$ cat src/rtl/cnn16_ctrl_pkg.sv
// Shared types and encodings for the CNN16 control unit: FSM states, opcodes,
// datapath bus sources and ALU operations.
package cnn16_ctrl_pkg;

  typedef enum logic [3:0] {
    IDLE, F_ADDR, F_INSTR, DECODE, O_ADDR, O_READ,
    X_READ, X_ALU, X_FMUL, X_WRITE, HALT
  } state_t;

  localparam logic [3:0] OP_NOP  = 4'h0;
  localparam logic [3:0] OP_LDA  = 4'h1;
  localparam logic [3:0] OP_ADD  = 4'h2;
  localparam logic [3:0] OP_STA  = 4'h3;
  localparam logic [3:0] OP_FMUL = 4'h4;
  localparam logic [3:0] OP_JMP  = 4'h5;
  localparam logic [3:0] OP_JZ   = 4'h6;
  localparam logic [3:0] OP_HLT  = 4'hF;

  localparam logic [3:0] BUS_DR  = 4'd0;
  localparam logic [3:0] BUS_AC  = 4'd1;
  localparam logic [3:0] BUS_PC  = 4'd3;
  localparam logic [3:0] BUS_MEM = 4'd4;

  localparam logic [3:0] ALU_PASSB = 4'h0;
  localparam logic [3:0] ALU_ADD   = 4'h1;

  // States that hold mem_req high and wait on mem_ready.
  function automatic logic is_access(input state_t s);
    return (s == F_INSTR) || (s == O_READ) || (s == X_READ) || (s == X_WRITE);
  endfunction

  function automatic logic is_illegal(input logic [3:0] op);
    return !((op <= OP_JZ) || (op == OP_HLT));
  endfunction

endpackage

$ cat src/rtl/cnn16_wait_timer.sv
// Counts consecutive not-ready cycles of one memory access; timeout is a
// combinational pulse on the WAIT_LIMIT-th stalled cycle, counter clears otherwise.
module cnn16_wait_timer #(
  parameter int WAIT_LIMIT = 255
) (
  input  logic clk,
  input  logic rst,
  input  logic stall,
  output logic timeout
);

  logic [7:0] cnt;

  always_ff @(posedge clk or posedge rst) begin
    if (rst) begin
      cnt <= 8'd0;
    end else if (stall) begin
      cnt <= cnt + 8'd1;
    end else begin
      cnt <= 8'd0;
    end
  end

  assign timeout = stall && (cnt == 8'(WAIT_LIMIT - 1));

endmodule

$ cat src/rtl/cnn16_control_unit.sv
// Multi-cycle fetch/decode/execute sequencer for the CNN16 datapath.
// Zero-wait: NOP 3, JMP/JZ 5, STA 6, LDA/ADD/FMUL 7 cycles; each mem_ready-low cycle adds one.
module cnn16_control_unit
  import cnn16_ctrl_pkg::*;
#(
  parameter int WAIT_LIMIT = 255
) (
  input  logic        clk,
  input  logic        rst,
  input  logic        start,
  input  logic [15:0] IR_Value,
  input  logic [15:0] AC_Value,
  input  logic        mem_ready,
  output logic        mem_req,
  output logic        mem_we,
  output logic        AR_Load,
  output logic        PC_Load,
  output logic        PC_Inc,
  output logic        IR_Load,
  output logic        DR_Load,
  output logic        AC_Load,
  output logic        FPLOAD_Load,
  output logic        fp_mul_en,
  output logic [3:0]  bus_sel,
  output logic [3:0]  alu_sel,
  output logic        halted,
  output logic        illegal_op,
  output logic        bus_error
);

  state_t     state, state_n;
  logic [3:0] op_q;
  logic       timeout;

  cnn16_wait_timer #(.WAIT_LIMIT(WAIT_LIMIT)) u_wait_timer (
    .clk     (clk),
    .rst     (rst),
    .stall   (is_access(state) && !mem_ready),
    .timeout (timeout)
  );

  always_ff @(posedge clk or posedge rst) begin
    if (rst) begin
      state      <= IDLE;
      op_q       <= OP_NOP;
      illegal_op <= 1'b0;
      bus_error  <= 1'b0;
    end else begin
      state <= state_n;
      if (state == DECODE) begin
        op_q <= IR_Value[15:12];
        if (is_illegal(IR_Value[15:12])) illegal_op <= 1'b1;
      end
      if (timeout) bus_error <= 1'b1;
    end
  end

  always_comb begin
    state_n     = state;
    mem_req     = 1'b0;
    mem_we      = 1'b0;
    AR_Load     = 1'b0;
    PC_Load     = 1'b0;
    PC_Inc      = 1'b0;
    IR_Load     = 1'b0;
    DR_Load     = 1'b0;
    AC_Load     = 1'b0;
    FPLOAD_Load = 1'b0;
    fp_mul_en   = 1'b0;
    bus_sel     = BUS_DR;
    alu_sel     = ALU_PASSB;
    halted      = 1'b0;

    case (state)
      IDLE: if (start) state_n = F_ADDR;
      HALT: begin
        halted = 1'b1;
        // A bus timeout is fatal until reset.
        if (start && !bus_error) state_n = F_ADDR;
      end
      F_ADDR, O_ADDR: begin
        bus_sel = BUS_PC;
        AR_Load = 1'b1;
        state_n = (state == F_ADDR) ? F_INSTR : O_READ;
      end
      F_INSTR: begin
        mem_req = 1'b1;
        bus_sel = BUS_MEM;
        if (mem_ready) begin
          IR_Load = 1'b1;
          PC_Inc  = 1'b1;
          state_n = DECODE;
        end
      end
      DECODE: begin
        if (IR_Value[15:12] == OP_HLT) state_n = HALT;
        else if (IR_Value[15:12] >= OP_LDA && IR_Value[15:12] <= OP_JZ) state_n = O_ADDR;
        else state_n = F_ADDR;
      end
      O_READ: begin
        mem_req = 1'b1;
        bus_sel = BUS_MEM;
        if (mem_ready) begin
          state_n = F_ADDR;
          if (op_q == OP_JMP || (op_q == OP_JZ && AC_Value == 16'd0)) begin
            PC_Load = 1'b1;
          end else if (op_q == OP_JZ) begin
            PC_Inc = 1'b1;
          end else begin
            AR_Load = 1'b1;
            PC_Inc  = 1'b1;
            state_n = (op_q == OP_STA) ? X_WRITE : X_READ;
          end
        end
      end
      X_READ: begin
        mem_req = 1'b1;
        bus_sel = BUS_MEM;
        if (mem_ready) begin
          if (op_q == OP_FMUL) begin
            FPLOAD_Load = 1'b1;
            state_n     = X_FMUL;
          end else begin
            DR_Load = 1'b1;
            state_n = X_ALU;
          end
        end
      end
      X_ALU: begin
        AC_Load = 1'b1;
        alu_sel = (op_q == OP_ADD) ? ALU_ADD : ALU_PASSB;
        state_n = F_ADDR;
      end
      X_FMUL: begin
        fp_mul_en = 1'b1;
        state_n   = F_ADDR;
      end
      X_WRITE: begin
        mem_req = 1'b1;
        mem_we  = 1'b1;
        bus_sel = BUS_AC;
        if (mem_ready) state_n = F_ADDR;
      end
      default: state_n = IDLE;
    endcase

    if (timeout) state_n = HALT;
  end

endmodule

$ cat config.mk
export PLATFORM = sky130hd
export DESIGN_NAME = cnn16_control_unit
export DESIGN_NICKNAME = d
export VERILOG_FILES = /design/src/rtl/cnn16_ctrl_pkg.sv /design/src/rtl/cnn16_wait_timer.sv /design/src/rtl/cnn16_control_unit.sv
export SDC_FILE = /design/constraint.sdc
export NUM_CORES = 1
export LEC_CHECK = 0
export ABC_AREA = 1
export CAP_MARGIN = 20
export CELL_PAD_IN_SITES_DETAIL_PLACEMENT = 1
export CELL_PAD_IN_SITES_GLOBAL_PLACEMENT = 2
export CORE_MARGIN = 5
export CORE_UTILIZATION = 21
export CTS_CLUSTER_SIZE = 14
export DETAILED_ROUTE_END_ITERATION = 16
export HOLD_SLACK_MARGIN = 0.05
export PLACE_DENSITY_LB_ADDON = 0.08
export SYNTH_ARGS = -nofsm -noshare
export SYNTH_HDL_FRONTEND = slang
export SYNTH_SLANG_ARGS = --single-unit
$ cat constraint.sdc
create_clock -name clk -period 1.8 [get_ports clk]
set_input_delay 0.36 -clock clk [delete_from_list [all_inputs] [get_ports clk]]
set_output_delay 0.36 -clock clk [all_outputs]
set_load 0.03 [all_outputs]
Word-level counts from Yosys, hierarchy flattened
Cells that the tools add are included.
{ "op_classes": {"n_shift": 0, "n_reduce_logical": 20, "mux": 42, "multipliers": 0, "addsub": 1, "n_eq_ne": 23, "div_mod_pow": 0, "n_bitwise": 1, "magnitude_cmp": 2} }
{ "op_table": {"columns": ["operator", "n"], "rows": [
  ["$mux 4", 12],
  ["$pmux 4 s9", 1],
  ["$eq 4x3->1 const B", 7],
  ["$mux 1", 23],
  ["$ne 3x3->1 const B", 6],
  ["$eq 4x2->1 const B", 4],
  ["$eq 4x4->1 const B", 4],
  ["$logic_not 16->1", 1],
  ["$pmux 3 s3", 1],
  ["$add 8x1->8 const B", 1],
  ["$eq 8x8->1 const B", 1],
  ["$mux 8", 1],
  ["$mux 3", 2],
  ["$reduce_and 6->1", 1],
  ["$logic_and 1x1->1", 5],
  ["$logic_or 1x1->1", 5],
  ["$eq 4x1->1 const B", 1],
  ["$ge 4x1->1 const B", 1],
  ["$le 4x3->1 const B", 1],
  ["$logic_not 4->1", 1],
  ["$pmux 1 s2", 2],
  ["$reduce_or 2->1", 2],
  ["$reduce_or 4->1", 1],
  ["$reduce_or 3->1", 1],
  ["other kinds (3)", 4]
]} }
{ "word_totals": {"mem_count": 0, "ramBits": 0, "romBits": 0, "ff_bits": 18, "latchBits": 0, "inputBits": 36} }

Depth between registers and ports, before layout
{ "logic_depth": {"ltp_word": 8, "depth_mapped": 11} }

Modules after synthesis
Synthesis repeated with hierarchy kept, for this count alone.
{ "hier_totals": {"hier_cells": 207, "area_unflattened_um2": 1318.8} }
{ "by_module_without_submodules": {"columns": ["mod", "cells_each", "area_per_inst_um2", "n_inst"], "rows": [
  ["cnn16_control_unit", 159, 917.1, 1],
  ["cnn16_wait_timer", 48, 401.6, 1]
]} }

Worst setup path before layout
OpenSTA, ideal clock, no wires.
{ "synth_path": {"path_kind": "reg2out", "startpoint": "register state[3]", "endpoint": "output FPLOAD_Load", "path_buffers": 0, "slack_ns": -0.165, "t_required_ns": 1.440, "stages_incl_launch_ff": 4, "arrival_time_ns": 1.605, "cell_sequence": "dfrtp_1 inv_1 nand2_1 nor4_1"} }
{ "synth_via": {"elab_chain_len": 2} }
{ "synth_rtl": {"columns": ["element", "line", "rtl"], "rows": [
  ["from (decl)", "cnn16_control_unit.sv:31", "state_t state, state_n;"],
  ["from (signal assigned)", "cnn16_control_unit.sv:49", "state <= state_n;"],
  ["$eq 4x3->1", "cnn16_control_unit.sv:74", "case (state)"],
  ["$mux 1", "cnn16_control_unit.sv:74", null],
  ["to (decl)", "cnn16_control_unit.sv:22", "output logic FPLOAD_Load,"]
]} }
No other way between the ends.

Worst setup path after layout
{ "layout_path": {"startpoint": "register state[3]", "endpoint": "output mem_req"} }
{ "layout_via": {"elab_chain_len": 3, "word_cells_on_any_way": 6, "cone_classes": "4 x eq/ne; 1 x mux; 1 x reduce/logical"} }
{ "layout_rtl": {"columns": ["element", "line", "rtl"], "rows": [
  ["$eq 4x2->1 (tied with other cells)", "cnn16_control_unit.sv:74", null],
  ["$reduce_or 4->1 (no source line) *", null, null],
  ["$mux 1 *", "cnn16_control_unit.sv:74", null],
  ["to (decl)", "cnn16_control_unit.sv:14", "output logic mem_req,"]
]} }
Every way passes the cells marked *; elsewhere a longest branch is shown, timed or not.

==> run_results.csv <==
group,metric,value,unit
run_status,outcome,"completed",
synth,synth-edff-count,0,
synth,syn_area,1324,um2
worst_setup_path,path_max_fanout,5,
floorplanning,start_util,21.21,%
drt,drt_iter0_drc,32,
worst_setup_path,cp-start-kind,"register",
worst_setup_path,cp-startpoint,"state[3]",
worst_setup_path,crit_chain,"nor2_4 -> nand2_4 -> buf_4 -> nand3_4 -> buf_6",
floorplanning,chipHeight,89.40,um
worst_setup_path,crit_path_end_kind,"output pin",
clock_tree,cts_made_buffers,3,
drt,ant_nets,0,
floorplanning,fp.dieArea,7991,um2
pwr,finalPower,0.002691,W
floorplanning,ioPinCount,57,
worst_setup_path,slowest_stage,"dfrtp_2",
placement,gp_congestion,0.7354,
clock_tree,cts_max_path_buffers,2,
sta,fmax,569.6,MHz
synth,synth_seq_cells,18,
synth,synthCells,210,
worst_setup_path,worstSetupPathType,"register to output pin",
layout,drive_gt1_share,28.47,%
worst_setup_path,cpPeakStageDelay,0.46,ns
drt,wire_per_inst,12.51,um
clock_tree,clock_latency,0.25,ns
sta,fin_setup_tns,0,ns
floorplanning,fp.dieW,89.40,um
sta,maxSlewViolCount,0,
worst_setup_path,critPathBufInv,2,
worst_setup_path,rrSetupSlack,0.29,ns
pwr,peakVddDrop,609.8,uV
layout,multi_input_area,869.6,um2
sta,min_period,1.756,ns
flow_run,max_cap_viol_count,0,
synth,avgSynthCellArea,6.304,um2
sta,finalClockSkew,0.001259,ns
floorplanning,rows,29,
clock_tree,clk_pin_slew_worst_paths,0.07,ns
worst_setup_path,r2r-end,"state[0]",
grt,grt_max_degree,19,
layout,seq_area,455.4,um2
worst_setup_path,arrival,1.40,ns
sta,rsz0062_at_grt,"true",
worst_setup_path,rr_worst_depth,10,
worst_hold_path,min_path_type,"primary input to asynchronous set/reset pin",
layout,antenna_cells,0,
clock_tree,cts_sinks,18,
synth,synthArstFlopShare,100.0,%
worst_setup_path,crit_end,"mem_req",
synth,ys_warn_count,0,
drt,avgViaCountPerCell,4.271,
pwr,leakagePower,1.094,nW
grt,antenna_found_initial,0,
placement,hpwl,3513,um
worst_setup_path,path_delay_family,"flip-flops",
drt,wl,4392,um
clock_tree,root_buffer,"clkbuf_8",
layout,nFillCells,795,
synth,ys_types,24,
layout,final_nets,314,
pwr,p_per_area,1273,nW/um2
sta,hold_viol,0,
drt,drc,0,
grt,grt_pass1_wl,7224,um
drt,first_pass_iters,3,
layout,area_growth_syn_to_layout,59.74,%
drt,vias,1499,
sta,post-route-period-util,97.54,%
synth,yosysSeqAreaShare,34.03,%
worst_setup_path,cp.required,1.44,ns
sta,hold_slack,0.4232,ns
grt,overflow,0,
worst_setup_path,cp.depth,5,
placement,port_buffers,40,
grt,grt.total_usage,11.53,%
worst_setup_path,timing.rr.start,"state[0]",
synth,synthFlopType,"dfrtp_1",
grt,grt_pass1_vias,1542,
sta,finalSetupViolCount,0,
clock_tree,htreeDepth,1,
clock_tree,cts_tree,"done",
floorplanning,core,6241,um2
[worst min path at each step]
stage,end,depth (start not counted)
final,illegal_op,3
after global routing,illegal_op,3
after CTS,u_wait_timer.cnt[0],3
after detailed placement,illegal_op,1
after global placement,illegal_op,1
after floorplan,bus_error,1
[registers in the layout, indices dropped and copies added, names as in the netlist]
signal and flops:
u_wait_timer.cnt 8, illegal_op 1, bus_error 1, state 4, op_q 4
[synth_stat cells, drive strengths merged (2+ instances only)]
library cell	count	area, um2
nand2	62	252.7
nor3	6	30.03
buf	4	30.03
nor3b	2	15.01
a21oi	5	25.02
o21ai	7	35.03
inv	31	116.4
nand4	2	12.51
nor2	43	166.4
ha	2	25.02
dfrtp	18	450.4
nand3	21	117.6
[stage by stage]
| step | instance area (um2) | utilization (%) | setup WS (ns) | std cells |
|---|---|---|---|---|
| after floorplan | 1341 | - | 0.02883 | 213 |
| after global placement | 1831 | 29.33 | -0.08152 | 334 |
| after detailed placement | 1831 | 29.33 | -0.08777 | 334 |
| after CTS | 1972 | 31.60 | -0.002656 | 346 |
| after global routing | 2115 | 33.88 | -0.01331 | 351 |
| final | 2115 | 33.88 | 0.04434 | 351 |
[layout by cell type (no fill, tap or decap), types with 7 or more instances in the layout]
| master | netlist | routed |
|---|---|---|
| nand3_1 | 20 | 20 |
| dlygate4sd2_1 | 0 | 16 |
| inv_1 | 28 | 25 |
| nand2_1 | 58 | 49 |
| nor2_4 | 0 | 7 |
| nand2_2 | 2 | 8 |
| dfrtp_1 | 18 | 14 |
| buf_4 | 4 | 31 |
| nor2_1 | 41 | 33 |
| clkdlybuf4s50_1 | 0 | 8 |
[worst min-delay path, delay by kind of cell]
kind                   cells  cell delay, ns
buffers and inverters      3            0.69
[per-layer routing]
layer	GRT usage [%]	share of wire, %	wire [um]	vias to the layer above
met2	20.90	47	2045	30
li1	-	-	-	781
met1	13.94	46	2009	686
met5	0	0	0	-
met3	2.212	7.1	314	2
met4	2.842	0.52	23	0
[what timing repair did]
item | CTS | global route
hold buffers | 0 | 0
gates resized for setup | 33 | 31
endpoints found under the setup margin | 9 | 8
setup buffers | 9 | 5
pin swaps | 21 | 6
[final cells by class]
cell class / instances / share of cell area [%]
multi-input combinational: 160 / 41.12
timing repair buffer: 62 / 25.21
inverter: 31 / 5.621
tap: 77 / 4.556
clock buffer: 3 / 1.953
sequential: 18 / 21.54
[where the power goes]
part | internal (W) | switching (W)
logic | 0.000695 | 0.00108
clock network | 0.000149 | 0.000136
registers | 0.000516 | 0.000117
[kinds of logic (layout without fill, tap and decap cells)]
family                   count (synthesis)  in the layout  share of synthesized area [%]
other                                    1              4                         0.2833
AO/OA/AOI/OAI                           15             15                          6.238
buffers and inverters                   35             96                          11.06
AND/OR/NAND/NOR                        138            138                          45.84
flip-flops                              18             18                          34.03
XOR/XNOR                                 1              1                         0.6617
adder cells (fa/ha/maj)                  2              2                          1.890
Power figures use the tool's default switching activity.
